### config.mk
export PLATFORM = sky130hd
export DESIGN_NAME = rle_expander
export DESIGN_NICKNAME = d
export VERILOG_FILES = /design/src/rtl/rle_pkg.sv /design/src/rtl/rle_hold_reg.sv /design/src/rtl/rle_expander.sv
export SDC_FILE = /design/constraint.sdc
export NUM_CORES = 1
export LEC_CHECK = 0
export BUFFER_PORTS_ARGS = -buffer_cell sky130_fd_sc_hd__buf_2
export CORE_UTILIZATION = 45
export CTS_CLUSTER_SIZE = 28
export DETAILED_ROUTE_END_ITERATION = 12
export GPL_TIMING_DRIVEN = 0
export MAX_ROUTING_LAYER = met4
export SETUP_SLACK_MARGIN = 0.1
export SLEW_MARGIN = 20
export SYNTH_ARGS = -nofsm -noshare
export SYNTH_HDL_FRONTEND = slang
export SYNTH_HIERARCHICAL = 1
export SYNTH_SLANG_ARGS = --single-unit
### constraint.sdc
create_clock -name clk -period 3.2 [get_ports clk]
set_clock_uncertainty 0.05 [all_clocks]
set_input_delay 0.48 -clock clk [delete_from_list [all_inputs] [get_ports clk]]
set_output_delay 0.48 -clock clk [all_outputs]
set_load 0.02 [all_outputs]
### src/rtl/rle_pkg.sv
// Shared constants and state encoding for the run-length expander.
package rle_pkg;

    localparam int RLE_DATA_W = 8;
    localparam int RLE_CNT_W  = 32;

    typedef enum logic {
        IDLE = 1'b0,
        EMIT = 1'b1
    } rle_state_t;

endpackage

### src/rtl/rle_hold_reg.sv
// One-entry holding register with a full flag; load takes priority over clear.
module rle_hold_reg #(
    parameter int W = 8
) (
    input  logic         clk,
    input  logic         rst,
    input  logic         load,
    input  logic         clear,
    input  logic [W-1:0] d,
    output logic [W-1:0] q,
    output logic         full
);

    always_ff @(posedge clk or posedge rst) begin
        if (rst) begin
            full <= 1'b0;
            q    <= '0;
        end else if (load) begin
            full <= 1'b1;
            q    <= d;
        end else if (clear) begin
            full <= 1'b0;
        end
    end

endmodule

### src/rtl/rle_expander.sv
// Replays each accepted (value, count) pair for count+1 beats, tagging beats with their index.
//   state | meaning
//   IDLE  | no active run, outputs hold last values
//   EMIT  | active run in cur_val/cur_cnt/idx is driven on the output
module rle_expander
    import rle_pkg::*;
#(
    parameter int DATA_W = RLE_DATA_W,
    parameter int CNT_W  = RLE_CNT_W
) (
    input  logic              clk,
    input  logic              rst,
    input  logic              in_valid,
    output logic              in_ready,
    input  logic [DATA_W-1:0] in_val,
    input  logic [CNT_W-1:0]  in_cnt,
    output logic              out_valid,
    input  logic              out_ready,
    output logic [DATA_W-1:0] out_val,
    output logic [CNT_W-1:0]  out_idx,
    output logic              out_last
);

    rle_state_t state, state_nxt;

    logic [DATA_W-1:0]       cur_val;
    logic [CNT_W-1:0]        cur_cnt;
    logic [CNT_W-1:0]        idx;
    logic                    last_q;

    logic                    pend_full;
    logic [DATA_W+CNT_W-1:0] pend_q;
    logic [DATA_W-1:0]       pend_val;
    logic [CNT_W-1:0]        pend_cnt;

    logic                    accept;
    logic                    fire;
    logic                    load_cur;
    logic                    load_from_pend;
    logic                    idx_inc;
    logic                    pend_load;
    logic                    pend_clear;
    logic [DATA_W-1:0]       nxt_val;
    logic [CNT_W-1:0]        nxt_cnt;
    logic [CNT_W-1:0]        idx_plus;

    assign {pend_val, pend_cnt} = pend_q;

    // in_ready depends only on registered state so out_ready never reaches it
    assign in_ready = !pend_full && !rst;
    assign accept   = in_valid && in_ready;
    assign fire     = out_valid && out_ready;
    assign nxt_val  = load_from_pend ? pend_val : in_val;
    assign nxt_cnt  = load_from_pend ? pend_cnt : in_cnt;
    assign idx_plus = idx + CNT_W'(1);

    rle_hold_reg #(
        .W (DATA_W + CNT_W)
    ) u_pend (
        .clk   (clk),
        .rst   (rst),
        .load  (pend_load),
        .clear (pend_clear),
        .d     ({in_val, in_cnt}),
        .q     (pend_q),
        .full  (pend_full)
    );

    always_comb begin
        state_nxt      = state;
        load_cur       = 1'b0;
        load_from_pend = 1'b0;
        idx_inc        = 1'b0;
        pend_load      = 1'b0;
        pend_clear     = 1'b0;
        case (state)
            IDLE: begin
                if (accept) begin
                    state_nxt = EMIT;
                    load_cur  = 1'b1;
                end
            end
            EMIT: begin
                if (fire && last_q) begin
                    if (pend_full) begin
                        load_cur       = 1'b1;
                        load_from_pend = 1'b1;
                        pend_clear     = 1'b1;
                    end else if (accept) begin
                        load_cur = 1'b1;
                    end else begin
                        state_nxt = IDLE;
                    end
                end else begin
                    idx_inc   = fire;
                    pend_load = accept;
                end
            end
            default: state_nxt = IDLE;
        endcase
    end

    always_ff @(posedge clk or posedge rst) begin
        if (rst) begin
            state   <= IDLE;
            cur_val <= '0;
            cur_cnt <= '0;
            idx     <= '0;
            last_q  <= 1'b0;
        end else begin
            state <= state_nxt;
            if (load_cur) begin
                cur_val <= nxt_val;
                cur_cnt <= nxt_cnt;
                idx     <= '0;
                last_q  <= (nxt_cnt == '0);
            end else if (idx_inc) begin
                idx    <= idx_plus;
                last_q <= (idx_plus == cur_cnt);
            end
        end
    end

    assign out_valid = (state == EMIT);
    assign out_val   = cur_val;
    assign out_idx   = idx;
    assign out_last  = last_q;

endmodule
; ---- After elaboration in Yosys (flattened, before gate mapping)
; Index checks and enable logic that the tools add are counted.
[word_totals]
ff_bits = 115
in_bits = 44
output_inout_bits = 43
word_cells = 40
[classes]
n_addsub = 1
eq_ne = 1
n_mux = 21
n_bitwise = 1
reduce_logical = 9
[op_table]
columns = operator, count
row1 = two-way mux 32 bit, 3
row2 = adder 32 x 1 -> 32 bit (second input constant), 1
row3 = == test 32 bit, 1
row4 = logical NOT 32 bit, 1
row5 = two-way mux 1 bit, 15
row6 = two-way mux 8 bit, 1
row7 = logical AND 1 bit, 4
row8 = one-hot mux 1 bit (2 select lines), 2
row9 = nonzero test 2 bit, 2
row10 = logical NOT 1 bit, 2
row11 = NOT 1 bit, 1

; ---- Depth between registers and ports, before layout
[depth]
word_depth = 8
depth_mapped = 9
ltp_nobuf = 8

; ---- By module
; The synthesis kept the hierarchy.
[modules_own_cells]
columns = module, instances, cells_each, area_per_inst_um2, seq_area_each_um2
row1 = rle_expander, 1, 529, 4685.7, 1851.8
row2 = rle_hold_reg, 1, 89, 1729.2, 1026.0

; ---- Worst setup path before layout
; No wires, ideal clock.
[synth_path]
path_kind = reg2reg
start = register idx[0] (netlist: out_idx[0])
end = register last_q (netlist: out_last)
setup_ps = 95
arrival_time_ps = 2636
t_required_ps = 3055
path_slack_ps = 418
stages_incl_launch_ff = 9
path_buffers = 0
period_less_slack_ps = 2782
path_cell_list = dfrtp_1 -> ha_1 -> and3_4 -> a21oi_2 -> or4_1 -> nor4_1 -> nand3_1 -> or4_1 -> o31ai_1
[synth_via]
elab_chain_cells = 4
[synth_rtl]
columns = item, line_no
row1 = start: declaration, rle_expander.sv:28  ; logic [CNT_W-1:0] idx;
row2 = start signal: assignment, rle_expander.sv:118  ; idx <= idx_plus;
row3 = adder 32 x 1 -> 32 bit, rle_expander.sv:55  ; assign idx_plus = idx + CNT_W'(1);
row4 = == test 32 bit, rle_expander.sv:119  ; last_q <= (idx_plus == cur_cnt);
row5 = two-way mux 1 bit, rle_expander.sv:117  ; end else if (idx_inc) begin
row6 = two-way mux 1 bit, rle_expander.sv:112  ; if (load_cur) begin
row7 = end signal: assignment, rle_expander.sv:116  ; last_q <= (nxt_cnt == '0);
row8 = end signal: assignment, rle_expander.sv:119
row9 = end: declaration, rle_expander.sv:29  ; logic last_q;
; Every way passes these cells. The select of a mux whose other input is x is not followed.
; A chain may end at the register's enable or synchronous reset.

; ---- Final worst setup path
[layout_path]
start = register idx[1] (netlist: out_idx[1])
end = register last_q (netlist: out_last)
; The elaborated chain is that of the path after synthesis.

==> key figures <==
Status
  – Status: complete, no violations

Route
  – Routed met3 length: 747 um
  – DR top layer: met4
  – M1 WL: 7906 um
  – DRT iter0 DRCs: 450
  – Routed len/inst: 18.25 um
  – Vias post-DR: 5114
  – Final WL: 16770 um
  – Post-route ant nets: 0
  – Number of iterations in the first detailed-routing pass: 5
  – DRC viols: 0
  – Vias/cell: 5.565
  – DR WL met2: 7755 um

Critical path
  – R2R depth: 8
  – Worst Path Required: 3.45 ns
  – Class of the most critical setup path: reg -> reg
  – FF-to-FF Start: out_idx[1]
  – CP max-delay cell: or4_1
  – CP max FO: 7
  – CP endpoint kind: flop
  – Worst reg2reg setup slack: 0.24 ns
  – Crit-path cells: ha_2 -> and3_4 -> a21oi_2 -> or4_1 -> nor4_1 -> nand3_1 -> or4_1 -> o31ai_1
  – Crit start category: flop
  – RR Endpoint: out_last
  – Critical Path AT: 3.21 ns
  – Top cell by count, worst path: or4_1
  – Cell family with most CP delay: simple AND/OR/NAND/NOR gates
  – Crit path buffers/inverters: 0
  – Max stage delay on crit path: 0.52 ns

Timing
  – Slew @ Worst Pin: 0.8067 ns
  – Slew Viols, Final: 0
  – Setup TNS: 0 ns
  – RSZ-0062 raised after global routing: false
  – Final hold vios: 0
  – Slew HR: 46.22%
  – Final WS setup: 0.2400 ns
  – Tcrit/Tclk final: 92.50%
  – Fmax: 337.8 MHz
  – Crit path time final: 2.960 ns
  – Finish-stage setup viols: 0

Layout
  – FF/Latch Area: 2879 um^2
  – Ant diodes: 0
  – Final cell count without fillers: 919
  – FILL cells: 1248
  – Final #Nets: 771
  – Area Overhead vs Synth: 20.15%
  – Layout cells sized above 1: 25.71%
  – Area of the multi-input gates: 3269 um^2
  – Core Util, Final: 55.53%

Clock network
  – Clk buf depth: 2
  – Clock sinks: 115
  – Clock transition at the registers of the reported paths: 0.05 ns
  – Inserted Clock Buffers: 17
  – CTS Root Cell: clkbuf_16
  – CTS tree: done
  – Worst-Skew Late Latency: 0.43 ns
  – Number of H-tree levels: 4
  – Post-CTS Setup Repair Bufs: 0

Placement
  – Routability Congestion: 0.9379
  – Hpwl dp: 12300 um
  – Post-placement setup slack: 0.1896 ns
  – Port bufs: 86
  – Placed instance count: 886

Global route
  – Global Route Usage Sum: 25.61%
  – First-pass GRT wire length: 27730 um
  – Largest net degree at the start of global routing: 41
  – Grt ovf: 0
  – Initial antenna violation count: 0
  – Vias in the first global route: 5201

Synthesis
  – Cell variety after synth: 54
  – Sequential fraction of the synthesis area: 44.86%
  – Syn_area_per_cell: 10.38 um^2
  – Top cell type's share of synthesized area: 44.86%
  – Syn Inst Count: 618
  – Async S/R FF share, synth: 100.0%
  – Mapped Nets: 663
  – Mapped Area: 6415 um^2
  – #FFs+latches synth: 115
  – Top post-synthesis cells by count: dfrtp_1, o21ai_0, nand2_1
  – Primary FF master, synth: dfrtp_1
  – Post-synth EDFFs: 0
  – Synth area leaders: dfrtp_1, mux2_4, mux2i_1, o21ai_0, xnor2_1
  – Most frequent cell after synthesis: dfrtp_1
  – Synth area leader: dfrtp_1
  – Synth Warn #: 6

Power and ir drop
  – Total power: 5.782 mW
  – Max VDD drop: 400.8 uV
  – Power Density: 750.2 nW/um^2
  – P_leak: 3.734 nW

Floorplan
  – I/O Pins: 87
  – Row cnt: 43
  – DIE WIDTH: 121.4 um
  – Die ar.: 14740 um^2
  – Core box area: 13880 um^2
  – Chip Height: 121.4 um
  – Initial core utilization: 46.21%

Run
  – Max Cap Viol: 0

Min path
  – Hold Crit Class: in -> reg
  – Endpoint, Worst Hold: out_valid
  – Hold Crit Start: in_valid
  – Hold Path Stages: 3
per-layer routing:
layer	track usage, %	vias up
met2	38.96	158
met4	10.11	0
met3	4.981	25
met5	-	-
met1	33.60	2472
li1	-	2459
flip-flops by register name, summed over array words and instances (netlist names):
name / cells
out_idx: 32
out_val: 8
out_last: 1
u_pend/q: 40
out_valid: 1
cur_cnt: 32
u_pend/full: 1
timing repair:
action,CTS,global route
hold endpoints to repair,11,0
hold buffers,1,0
resized for setup,0,4
setup endpoints to repair,0,21
metrics by stage:
stage                     hold WS [ns]  area [um^2]
after floorplan                 0.4189         6415
after global placement          0.4130         7071
after detailed placement        0.4205         7113
after CTS                       0.2255         7689
after global routing            0.2384         7707
final                           0.2376         7707
cells by family after synthesis:
logic type      synth area share (%)
buf+inv                        4.447
fa+ha+maj                     0.1950
flops                          44.86
simple gates                   16.46
compound gates                 11.37
xor+xnor                       6.963
mux                            15.70
power by group:
group	internal (mW)	switching (mW)	leakage (nW)
clock network	1.10	0.703	0.264
registers	1.98	0.455	1.46
logic	0.845	0.699	2.01
total	3.93	1.86	3.73
worst max path at each step:
stage / startpoint / to / cells after the start
CTS: out_idx[0] / out_last / 8
detailed placement: out_idx[0] / out_last / 8
global placement: rst / out_idx[26] / 2
global route: out_idx[1] / out_last / 8
finish: out_idx[1] / out_last / 8
floorplan: out_idx[0] / out_last / 8
final cells by class:
class	count	area share, %
Buffer	36	3.117
Clock inverter	12	1.412
Inverter	12	0.6169
Sequential cell	115	37.35
Multi-Input combinational cell	455	42.42
Timing Repair Buffer	89	6.234
Tap cell	180	2.922
Clock buffer	20	5.925
cell usage in the layout (no fill, tap or decap), types with 4 or more instances in the layout:
cell,instances
nand4_1,14
buf_1,4
nor4_1,19
nand2_1,62
mux2i_1,41
nand3_1,25
clkbuf_1,22
a21oi_1,15
xnor2_1,32
o31ai_1,12
o21ai_0,82
nor2_1,22
buf_6,5
nor3_1,11
dfrtp_1,114
buf_12,6
inv_1,10
buf_2,88
a31oi_1,4
mux2_4,39
xor2_1,19
clkbuf_16,17
clkinvlp_4,5
and2_1,6
tightest hold or removal path, stage by stage:
cell and delay, ns:
buf_2 0.08, nand2_1 0.06, nand2_1 0.05
(Power assumes the default switching activity.)
